<file path="src/rtl/uart_frame_tx_ctrl.sv">
// uart_frame_tx_ctrl: word FIFO plus framer that feeds a byte-serial UART transmitter.
// Define FRAME_SEQ_EN to insert a rolling 8-bit sequence byte after SYNC.
module uart_frame_tx_ctrl #(
  parameter int unsigned DATA_W     = 16,
  parameter int unsigned FIFO_DEPTH = 4,
  parameter logic [7:0]  SYNC_BYTE  = 8'hA5
) (
  input  logic                        clk,
  input  logic                        rst_n,
  input  logic [DATA_W-1:0]           in_data,
  input  logic                        in_valid,
  output logic                        in_ready,
  output logic [7:0]                  tx_data,
  output logic                        tx_start,
  input  logic                        tx_busy,
  output logic [$clog2(FIFO_DEPTH):0] fifo_count,
  output logic                        frame_done
);

  localparam int unsigned NB = DATA_W / 8;
  localparam int unsigned PW = $clog2(FIFO_DEPTH);
  localparam int unsigned CW = PW + 1;
  localparam int unsigned IW = (NB > 1) ? $clog2(NB) : 1;

  typedef enum logic [2:0] {
    S_IDLE,
    S_LOAD,
    S_SYNC,
`ifdef FRAME_SEQ_EN
    S_SEQ,
`endif
    S_PAY,
    S_CSUM
  } frame_state_t;

  typedef enum logic [1:0] {
    B_ISSUE,
    B_ACK,
    B_DONE
  } byte_phase_t;

  // Word FIFO
  logic [DATA_W-1:0] mem [FIFO_DEPTH];
  logic [PW-1:0]     wr_ptr;
  logic [PW-1:0]     rd_ptr;
  logic              push_c;
  logic              pop_c;

  assign in_ready = (fifo_count != CW'(FIFO_DEPTH));
  assign push_c   = in_valid & in_ready;

  always_ff @(posedge clk) begin
    if (push_c) mem[wr_ptr] <= in_data;
  end

  always_ff @(posedge clk or negedge rst_n) begin
    if (!rst_n) begin
      wr_ptr     <= '0;
      rd_ptr     <= '0;
      fifo_count <= '0;
    end else begin
      if (push_c) wr_ptr <= wr_ptr + PW'(1);
      if (pop_c)  rd_ptr <= rd_ptr + PW'(1);
      case ({push_c, pop_c})
        2'b10:   fifo_count <= fifo_count + CW'(1);
        2'b01:   fifo_count <= fifo_count - CW'(1);
        default: fifo_count <= fifo_count;
      endcase
    end
  end

  // Framer state
  frame_state_t      state_q, state_d;
  byte_phase_t       phase_q, phase_d;
  logic [DATA_W-1:0] shreg_q, shreg_d, shreg_nxt;
  logic [7:0]        csum_q, csum_d;
  logic [IW-1:0]     idx_q, idx_d;
  logic [7:0]        tx_data_d;
  logic              tx_start_d;
  logic              frame_done_d;
`ifdef FRAME_SEQ_EN
  logic [7:0]        seq_q, seq_d;
`endif

  always_ff @(posedge clk or negedge rst_n) begin
    if (!rst_n) begin
      state_q    <= S_IDLE;
      phase_q    <= B_ISSUE;
      shreg_q    <= '0;
      csum_q     <= '0;
      idx_q      <= '0;
      tx_data    <= 8'h00;
      tx_start   <= 1'b0;
      frame_done <= 1'b0;
`ifdef FRAME_SEQ_EN
      seq_q      <= '0;
`endif
    end else begin
      state_q    <= state_d;
      phase_q    <= phase_d;
      shreg_q    <= shreg_d;
      csum_q     <= csum_d;
      idx_q      <= idx_d;
      tx_data    <= tx_data_d;
      tx_start   <= tx_start_d;
      frame_done <= frame_done_d;
`ifdef FRAME_SEQ_EN
      seq_q      <= seq_d;
`endif
    end
  end

  // Next-state: frame sequencing with a per-byte issue/ack/done handshake
  always_comb begin
    state_d      = state_q;
    phase_d      = phase_q;
    shreg_d      = shreg_q;
    csum_d       = csum_q;
    idx_d        = idx_q;
    tx_data_d    = tx_data;
    tx_start_d   = 1'b0;
    frame_done_d = 1'b0;
    pop_c        = 1'b0;
    shreg_nxt    = shreg_q << 8;
`ifdef FRAME_SEQ_EN
    seq_d        = seq_q;
`endif

    case (state_q)
      S_IDLE: begin
        if (fifo_count != '0) begin
          pop_c   = 1'b1;
          shreg_d = mem[rd_ptr];
          csum_d  = '0;
          idx_d   = '0;
          state_d = S_LOAD;
        end
      end

      S_LOAD: begin
        tx_data_d = SYNC_BYTE;
        phase_d   = B_ISSUE;
        state_d   = S_SYNC;
      end

      default: begin
        case (phase_q)
          B_ISSUE: begin
            if (!tx_busy) begin
              tx_start_d = 1'b1;
              phase_d    = B_ACK;
              // SYNC and the checksum byte itself are excluded from csum
              if (state_q != S_SYNC && state_q != S_CSUM) csum_d = csum_q ^ tx_data;
            end
          end

          B_ACK: begin
            if (tx_busy) phase_d = B_DONE;
          end

          B_DONE: begin
            if (!tx_busy) begin
              phase_d = B_ISSUE;
              case (state_q)
                S_SYNC: begin
`ifdef FRAME_SEQ_EN
                  state_d   = S_SEQ;
                  tx_data_d = seq_q;
`else
                  state_d   = S_PAY;
                  tx_data_d = shreg_q[DATA_W-1 -: 8];
`endif
                end
`ifdef FRAME_SEQ_EN
                S_SEQ: begin
                  state_d   = S_PAY;
                  tx_data_d = shreg_q[DATA_W-1 -: 8];
                end
`endif
                S_PAY: begin
                  if (idx_q == IW'(NB - 1)) begin
                    state_d   = S_CSUM;
                    tx_data_d = csum_q;
                  end else begin
                    shreg_d   = shreg_nxt;
                    tx_data_d = shreg_nxt[DATA_W-1 -: 8];
                    idx_d     = idx_q + IW'(1);
                  end
                end
                S_CSUM: begin
                  frame_done_d = 1'b1;
                  state_d      = S_IDLE;
`ifdef FRAME_SEQ_EN
                  seq_d        = seq_q + 8'd1;
`endif
                end
                default: state_d = S_IDLE;
              endcase
            end
          end

          default: phase_d = B_ISSUE;
        endcase
      end
    endcase
  end

endmodule

</file>
<file path="config.mk">
export PLATFORM = sky130hd
export DESIGN_NAME = uart_frame_tx_ctrl
export DESIGN_NICKNAME = d
export VERILOG_FILES = /design/src/rtl/uart_frame_tx_ctrl.sv
export SDC_FILE = /design/constraint.sdc
export NUM_CORES = 1
export LEC_CHECK = 0
export ABC_AREA = 1
export BUFFER_PORTS_ARGS = -buffer_cell sky130_fd_sc_hd__buf_4
export CAP_MARGIN = 30
export CORE_MARGIN = 5
export CORE_UTILIZATION = 35
export CTS_CLUSTER_SIZE = 8
export DETAILED_ROUTE_END_ITERATION = 12
export MAX_ROUTING_LAYER = met4
export PLACE_DENSITY = 0.52
export SYNTH_ARGS = -nofsm -noshare
export SYNTH_HDL_FRONTEND = slang
export SYNTH_SLANG_ARGS = --single-unit
</file>
<file path="constraint.sdc">
create_clock -name clk -period 6 [get_ports clk]
set_input_delay 0 -clock clk [delete_from_list [all_inputs] [get_ports clk]]
set_output_delay 0 -clock clk [all_outputs]
set_load 0.1 [all_outputs]
</file>
==> metrics.yaml <==
drv_cap: 0
dieArea_sq_um: 16800
yosys.area_share.simple_pct: 27.8
fmax_mhz: 379
cts_tree: "yes"
antenna_found_initial: 0
fp.dieH_um: 130
via_count: 3555
clock_sinks: 111
worst-setup-path-type: "reg2reg"
wirelength_um: 10600
grt_pass1_vias: 3496
route.detailed.drc: 0
switching_power_mw: 1.62
ys.flop_type: "edfxtp_1"
ys_warn_count: 0
via_per_inst: 4.65
cts_root_buffer: "clkbuf_16"
max_stage_delay_ps: 540
yosysTopAreaCell: "edfxtp_1"
grt_use_total_pct: 14.1
synth-adder-area-share_pct: 1.65
grt_pass1_wl_um: 17800
worstPathArrival_ps: 2870
crit_slowest_cell: "nor2_4"
power_leakage_nw: 2.65
slew_violations: 0
seqCellArea_sq_um: 3100
synthMuxAreaShare_pct: 0
finalClockSkew_ps: 7.12
min_period_ps: 2640
ioPinCount: 34
multi_input_area_sq_um: 1720
synth.most_common_cell: "nand2_1"
crit_path_end_kind: "flip-flop"
ys_seq_elements: 111
fin_nets: 605
slew_headroom_pct: 37.6
seqPwrFrac_pct: 35.2
drt_iter0_drc: 194
first_pass_iters: 5
grt_max_degree: 48
clock_path_buffers: 2
drtAntennaViolNets: 0
synth_xor_area_share_pct: 2.10
die_w_um: 130
synth_top_family_by_area: "simple AND/OR/NAND/NOR gates"
clock_latency_ps: 360
crit_chain: "inv_2 -> nand2_2 -> nor2_4 -> nand2_2 -> inv_1 -> ha_1 -> inv_1 -> fa_1 -> a21oi_1 -> o21ai_0 -> xor2_1"
syn2layout_area_growth_pct: 18.6
synthTopCellsByArea: "edfxtp_1 38%, dfrtp_1 24%, nand2_1 17%"
p_clk_share_pct: 16.9
synth_fp_nets: 557
async_flop_share_pct: 42.3
tightest_slew_ps: 934
dp_hpwl_um: 7100
timing.setup.tns_ps: 0
synth_compound_area_share_pct: 2.73
p_int_mw: 1.82
cts_inserted_buffers: 9
peakVddDrop_mv: 0.262
fillers: 1348
critPathMaxFanout: 25
cts.reportedPaths.clkPinSlew_ps: 70
initial_core_util_pct: 35.9
core_sq_um: 13900
cp.required_ps: 6230
finalSetupViolations: 0
grt_overflow_total: 0
avgSynthCellArea_sq_um: 9.42
crit_path_start_kind: "flip-flop"
pwr-share-comb_pct: 47.9
p_sw_share_pct: 47.1
io_buffer_count: 33
fin_util_pct: 42.6
fin_crit_sh_pct: 43.9
synth.top_cells.by_count: "223 x nand2_1, 66 x nand3_1, 64 x edfxtp_1, 47 x dfrtp_1, 26 x nor2_1"
antenna_cells: 0
synth_cell_type_count: 27
gp_congestion: 0.770
status: "complete, no violations"
wire_per_inst_um: 13.8
synth_area_sq_um: 5000
yosysSeqAreaShare_pct: 61.9
rows: 43
synth_edf_count: 64
reg2reg_slack_ps: 3360
htreeDepth: 3
hold_path.class: "in2reg"
syn_inst: 531
synth_top_area_share_pct: 38.4
grt_setup_unrepaired: "no"
hold_violations: 0
power.density_nw_per_um2: 581
drive_above_1_share_pct: 12.7
power groups by stage:
stage               combinational [mW]  clock, mW  sequential [mW]
floorplan                         1.05          0             1.42
global placement                  1.61          0             1.23
detailed placement                1.66          0             1.23
CTS                               1.68      0.603             1.22
global route                      1.86      0.634             1.24
finish                            1.65      0.583             1.21
sequential cells by signal, indices dropped and copies added, names as in the netlist, 2 cells and up:
signal	count
fifo_count	3
wr_ptr	2
phase_q	2
state_q	3
mem	64
rd_ptr	2
shreg_q	16
csum_q	8
tx_data	8
what timing repair did:
item	in CTS	in global routing
resized for setup	0	0
buffers inserted	0	0
endpoints found under the hold margin	113	0
hold buffers	18	0
worst max-delay path: cells and delay by family, from the launching register on:
| kind | cells | cell delay, ps |
|---|---|---|
| flops | 1 | 450 |
| simple gates | 3 | 830 |
| fa+ha+maj | 2 | 520 |
| compound gates | 2 | 240 |
| buf+inv | 3 | 310 |
| xor+xnor | 1 | 150 |
stage by stage:
step	area, sq um	hold slack [ps]	power, mW	worst slack, ps	cells
2_1_floorplan	5000	-296	2.48	2450	531
3_3_place_gp	5410	58.2	2.84	3420	727
3_5_place_dp	5460	64.1	2.89	3380	730
4_1_cts	5930	163	3.49	3360	764
5_1_grt	5930	200	3.73	3140	764
6_report	5930	163	3.44	3360	764
layout by cell type (no fill, tap or decap), types with 3 or more instances in the layout:
cell	count
nand2_1	223
nand3_1	66
edfxtp_1	64
dfrtp_1	47
buf_4	34
inv_1	22
nor2_1	22
dlygate4sd3_1	18
a21oi_1	12
o21ai_0	11
xnor2_1	9
clkbuf_16	9
nor2_2	6
inv_2	5
ha_1	5
nand2_2	3
nor2_4	3
xor2_1	3
routing by layer:
| metal | up-vias | global-route usage [%] | part of all wire [%] |
|---|---|---|---|
| li1 | 1831 | - | - |
| met1 | 1658 | 17.2 | 46 |
| met2 | 55 | 23.0 | 48 |
| met3 | 11 | 4.16 | 4.3 |
| met4 | 0 | 4.16 | 1.4 |
| met5 | - | - | 0 |
logic make-up (layout without fill, tap and decap cells):
| family | Yosys count | in the layout |
|---|---|---|
| xor+xnor | 12 | 12 |
| flops | 111 | 111 |
| fa+ha+maj | 6 | 6 |
| buf+inv | 46 | 99 |
| compound gates | 26 | 26 |
| simple gates | 330 | 330 |
cell type report:
type	instances	share of cell area, %
Sequential cell	111	52.2
Clock buffer	10	4.03
Clock inverter	6	0.865
Tap cell	180	3.80
Inverter	28	1.77
Timing Repair Buffer	55	8.25
Multi-Input combinational cell	374	29.1
worst paths after layout:
kind                                    startpoint                         to  cells after the start
setup reg to reg            state_q[2]$_DFFE_PN0P_  fifo_count[2]$_DFFE_PN0P_                     11
setup / recovery            state_q[2]$_DFFE_PN0P_  fifo_count[2]$_DFFE_PN0P_                     11
min in group asynchronous                    rst_n     phase_q[1]$_DFFE_PN0P_                      2
hold / removal                            in_valid      wr_ptr[1]$_DFFE_PN0P_                      4
max in group asynchronous                    rst_n  fifo_count[0]$_DFFE_PN0P_                      2
hold reg to reg            shreg_q[11]$_DFFE_PN0P_    shreg_q[11]$_DFFE_PN0P_                      2
Note: power is estimated with default switching activity, not from simulation.
